<file path="src/rtl/div_operand_sequencer.sv">
// Operand sequencer for the registered 4-bit divider.
// Captures the dividend and then the divisor from a shared switch bus. Each
// capture takes one Load press. The block refuses to launch a divide-by-zero,
// pulses Go for exactly one cycle, and then flags when the divider's
// registered results belong to the current operands.
module div_operand_sequencer #(
  parameter int WIDTH = 4
) (
  input  logic             Clock,
  input  logic             Resetn,
  input  logic [WIDTH-1:0] DataIn,
  input  logic             Load,
  input  logic             Start,
  output logic [WIDTH-1:0] Dividend,
  output logic [WIDTH-1:0] Divisor,
  output logic             Go,
  output logic             ResultValid,
  output logic             DivByZero,
  output logic             Busy
);

  typedef enum logic [2:0] {
    S_LOAD_A,
    S_WAIT_A,
    S_LOAD_B,
    S_WAIT_B,
    S_READY,
    S_GO,
    S_DONE,
    S_ERR
  } state_t;

  state_t           state_q, state_d;
  logic [WIDTH-1:0] dividend_q, dividend_d;
  logic [WIDTH-1:0] divisor_q, divisor_d;
  logic             go_q, valid_q, dbz_q, busy_q;

  // Next-state and operand-capture decisions.
  always_comb begin
    // NOTE: every variable gets a default first, so no path leaves a latch behind.
    state_d    = state_q;
    dividend_d = dividend_q;
    divisor_d  = divisor_q;
    case (state_q)
      S_LOAD_A: if (Load) begin
        dividend_d = DataIn;
        state_d    = S_WAIT_A;
      end
      S_WAIT_A: if (!Load) state_d = S_LOAD_B;
      S_LOAD_B: if (Load) begin
        divisor_d = DataIn;
        state_d   = S_WAIT_B;
      end
      S_WAIT_B: if (!Load) state_d = S_READY;
      // Start wins over a simultaneous Load; Load alone does nothing here.
      S_READY: if (Start) state_d = (divisor_q != '0) ? S_GO : S_ERR;
      S_GO:    state_d = S_DONE;
      S_DONE, S_ERR: if (Load) begin
        dividend_d = DataIn;
        state_d    = S_WAIT_A;
      end
      default: state_d = S_LOAD_A;
    endcase
  end

  // State, operand and Moore-output registers. The outputs are decoded from
  // the next state, so each one is a flop that matches the state it enters.
  always_ff @(posedge Clock) begin
    // NOTE: the reset is synchronous. Resetn is only looked at on a clock edge,
    // so it sits inside the clocked branch rather than in the sensitivity list.
    if (!Resetn) begin
      state_q    <= S_LOAD_A;
      dividend_q <= '0;
      divisor_q  <= '0;
      go_q       <= 1'b0;
      valid_q    <= 1'b0;
      dbz_q      <= 1'b0;
      busy_q     <= 1'b0;
    end else begin
      // NOTE: sequential state uses non-blocking assignments, so all flops
      // update together from the values they had before the edge.
      state_q    <= state_d;
      dividend_q <= dividend_d;
      divisor_q  <= divisor_d;
      go_q       <= (state_d == S_GO);
      valid_q    <= (state_d == S_DONE);
      dbz_q      <= (state_d == S_ERR);
      busy_q     <= (state_d != S_LOAD_A);
    end
  end

  assign Dividend    = dividend_q;
  assign Divisor     = divisor_q;
  assign Go          = go_q;
  assign ResultValid = valid_q;
  assign DivByZero   = dbz_q;
  assign Busy        = busy_q;

endmodule

</file>
<file path="config.mk">
export PLATFORM = sky130hd
export DESIGN_NAME = div_operand_sequencer
export DESIGN_NICKNAME = d
export VERILOG_FILES = /design/src/rtl/div_operand_sequencer.sv
export SDC_FILE = /design/constraint.sdc
export NUM_CORES = 1
export LEC_CHECK = 0
export CORE_MARGIN = 5
export CORE_UTILIZATION = 43
export CTS_CLUSTER_SIZE = 28
export DETAILED_ROUTE_END_ITERATION = 10
export PLACE_DENSITY_LB_ADDON = 0.12
export SLEW_MARGIN = 15
export SYNTH_ARGS = -nofsm -noshare
export SYNTH_HDL_FRONTEND = slang
export SYNTH_SLANG_ARGS = --single-unit
</file>
<file path="constraint.sdc">
create_clock -name Clock -period 1.33 [get_ports Clock]
set_input_delay 0.133 -clock Clock [delete_from_list [all_inputs] [get_ports Clock]]
set_output_delay 0.133 -clock Clock [all_outputs]
set_load 0.01 [all_outputs]
</file>
==> flow_metrics.py <==
metrics = {
    "status": {
        "status": "complete, no violations",
    },
    "drt": {
        "via_count": 552,
        "vias_per_cell": 5.16,
        "wl_per_cell_um": 12.3,
        "drc": 0,
        "dr.pass1.iters": 4,
        "wirelength_mm": 1.32,
        "dr.first_iter.drc_count": 5,
        "antenna_left": 0,
    },
    "synth": {
        "postSynthCellCount": 66,
        "yosys.area.top_type": "dfxtp_1",
        "synth-edff-count": 0,
        "synthDistinctLibCells": 27,
        "syn_avg_cell_area_um2": 9.48,
        "synth_area_um2": 626,
        "yosysWarnings": 0,
        "synth_seq_area_share": 0.480,
        "synthesis.nets": 74,
        "ys_top_cells_by_area": "dfxtp_1 48%, mux2i_1 6.4%, nand2_1 6.0%",
        "ys_ff_latch": 15,
        "synth_top_cell_area_share": 0.480,
        "synthArstFlopShare": 0,
        "synth_ff_type": "dfxtp_1",
    },
    "critical_path": {
        "critical_path_class": "flop to output port",
        "cp_cell_sequence": "clkdlybuf4s50_1",
        "crit_family": "buffers and inverters",
        "cp.required_ns": 1.20,
        "cp_slowest_cell": "clkdlybuf4s50_1",
        "end_kind": "output port",
        "crit_buf_inv": 1,
        "worst_setup_path_start_kind": "flop",
        "cpPeakStageDelay_ns": 0.53,
        "arrival_ns": 1.14,
        "critPathMaxFanout": 2,
    },
    "pwr": {
        "power.clock.fraction": 0.294,
        "total_power_mw": 0.854,
        "p_seq_frac": 0.558,
        "p_int_mw": 0.654,
        "power.density_mw_per_mm2": 943,
        "netSwitchingFraction": 0.234,
        "combinationalPowerShare": 0.148,
        "power_leakage_nw": 0.431,
        "p_switching_mw": 0.200,
        "ir_worst_vdd_v": 0.000611,
    },
    "global_routing": {
        "grt_max_degree": 12,
        "use_met2": 0.219,
        "grt_remaining_overflow": 0,
        "track_usage": 0.132,
        "top_usage_layer": "met2",
        "grt_pass1_vias": 490,
        "grtUsageMet3": 0.0443,
        "grt_pass1_wl_mm": 2.10,
        "grtUsageMet1": 0.156,
        "antenna_found_initial": 0,
    },
    "finish": {
        "final_cell_mix": "13 x dfxtp_1, 12 x clkdlybuf4s50_1, 10 x nand2_1, 7 x buf_4, 5 x dlymetal6s2s_1",
        "syn_to_final_growth_pct": 44.8,
        "nets": 101,
        "drive_gt1_frac": 0.196,
        "layout_commonest_cell": "dfxtp_1",
        "antenna_cells": 0,
    },
    "timing": {
        "slew_headroom": 0.779,
        "rsz0062_at_grt": "no",
        "fin_ws_ns": 0.0594,
        "max_clock_freq_ghz": 0.787,
        "hold_violations": 0,
        "skew_ns": 0.00200,
        "tns_ns": 0,
        "slew_violations": 0,
        "layout_min_cycle_time_ns": 1.27,
        "finalCritPeriodShare": 0.955,
        "tightest_slew_ns": 0.329,
        "hold_slack_ns": 0.440,
        "finalSetupViolations": 0,
    },
    "die": {
        "die_height_um": 48.1,
        "io_pins": 20,
        "die_w_um": 48.1,
        "start_util": 0.469,
        "core-area_mm2": 0.00133,
        "rows": 13,
        "die-area_mm2": 0.00232,
    },
    "place": {
        "gp_congestion": 0.891,
        "io_buffer_count": 19,
        "hpwl_mm": 1.03,
        "detailedPlace.worstSlack_ns": -0.111,
    },
    "clocking": {
        "hold_buffers": 0,
        "cts.clk_slew.worst_paths_ns": 0.09,
        "cts_inserted_buffers": 3,
        "clk_path_buf_depth": 2,
        "clk_latency_ns": 0.27,
        "htreeDepth": 1,
        "cts_tree": "done",
        "cts_root_buf": "clkbuf_4",
        "clock_sinks": 15,
    },
    "flow_run": {
        "cap_violations": 0,
    },
    "worst_hold_path": {
        "hp-class": "input port to flop",
    },
}
[kinds of logic (layout without fill, tap and decap cells)]
family | after synthesis | count (layout) | synth area share
and+or+nand+nor | 31 | 31 | 0.280
DFF | 15 | 15 | 0.480
AOI/OAI and AO/OA | 12 | 12 | 0.138
buffers and inverters | 4 | 30 | 0.0380
muxes | 4 | 4 | 0.0640
[worst paths after layout]
kind         slack, ns        start  cells after the start          end
max               0.06  Dividend[2]                      1  Dividend[2]
min               0.44    DataIn[2]                      3  Dividend[2]
max reg2reg       0.09   state_q[0]                      4    DivByZero
min reg2reg       0.47  Dividend[2]                      2  Dividend[2]
[final cells by class]
cell class | instances | area, um^2
repair buffers | 26 | 253
multi-input cells | 47 | 305
flip-flops and latches | 15 | 303
fillers | 106 | 428
clock buffers | 4 | 26.3
well taps | 15 | 18.8
[flip-flops by register name (all words and copies together) (netlist names)]
register     cells
Busy             1
DivByZero        1
Dividend         4
Divisor          4
Go               1
ResultValid      1
state_q          3
[cell usage after synthesis (2+ instances only)]
master,n
nor2b_1,4
clkbuf_1,2
o21ai_0,4
dfxtp_1,15
nand2b_1,2
mux2i_1,4
nor3_1,3
nand3_1,4
nand2_1,10
[metrics by stage]
| step | util | cell area [um^2] | cells |
|---|---|---|---|
| floorplan | - | 626 | 66 |
| global placement | 0.647 | 863 | 103 |
| detailed placement | 0.647 | 863 | 103 |
| CTS | 0.668 | 891 | 107 |
| global route | 0.679 | 906 | 107 |
| finish | 0.679 | 906 | 107 |
[per-layer routing]
metal | up-vias | share of wire
li1 | 285 | -
met1 | 253 | 0.45
met3 | 0 | 0.063
met2 | 14 | 0.49
met5 | - | 0
met4 | 0 | 0
[power groups by stage]
stage / logic [mW] / registers (mW) / clock network, mW
global route: 0.138 / 0.479 / 0.287
finish: 0.126 / 0.477 / 0.251
global placement: 0.126 / 0.486 / 0
detailed placement: 0.127 / 0.487 / 0
CTS: 0.129 / 0.477 / 0.262
floorplan: 0.0526 / 0.490 / 0
[timing repair]
item,4_1_cts,5_1_grt
setup endpoints to repair,3,12
resized for setup,3,7
setup buffers,0,0
cloned,0,0
No activity file was read; power rests on OpenSTA's default activity.
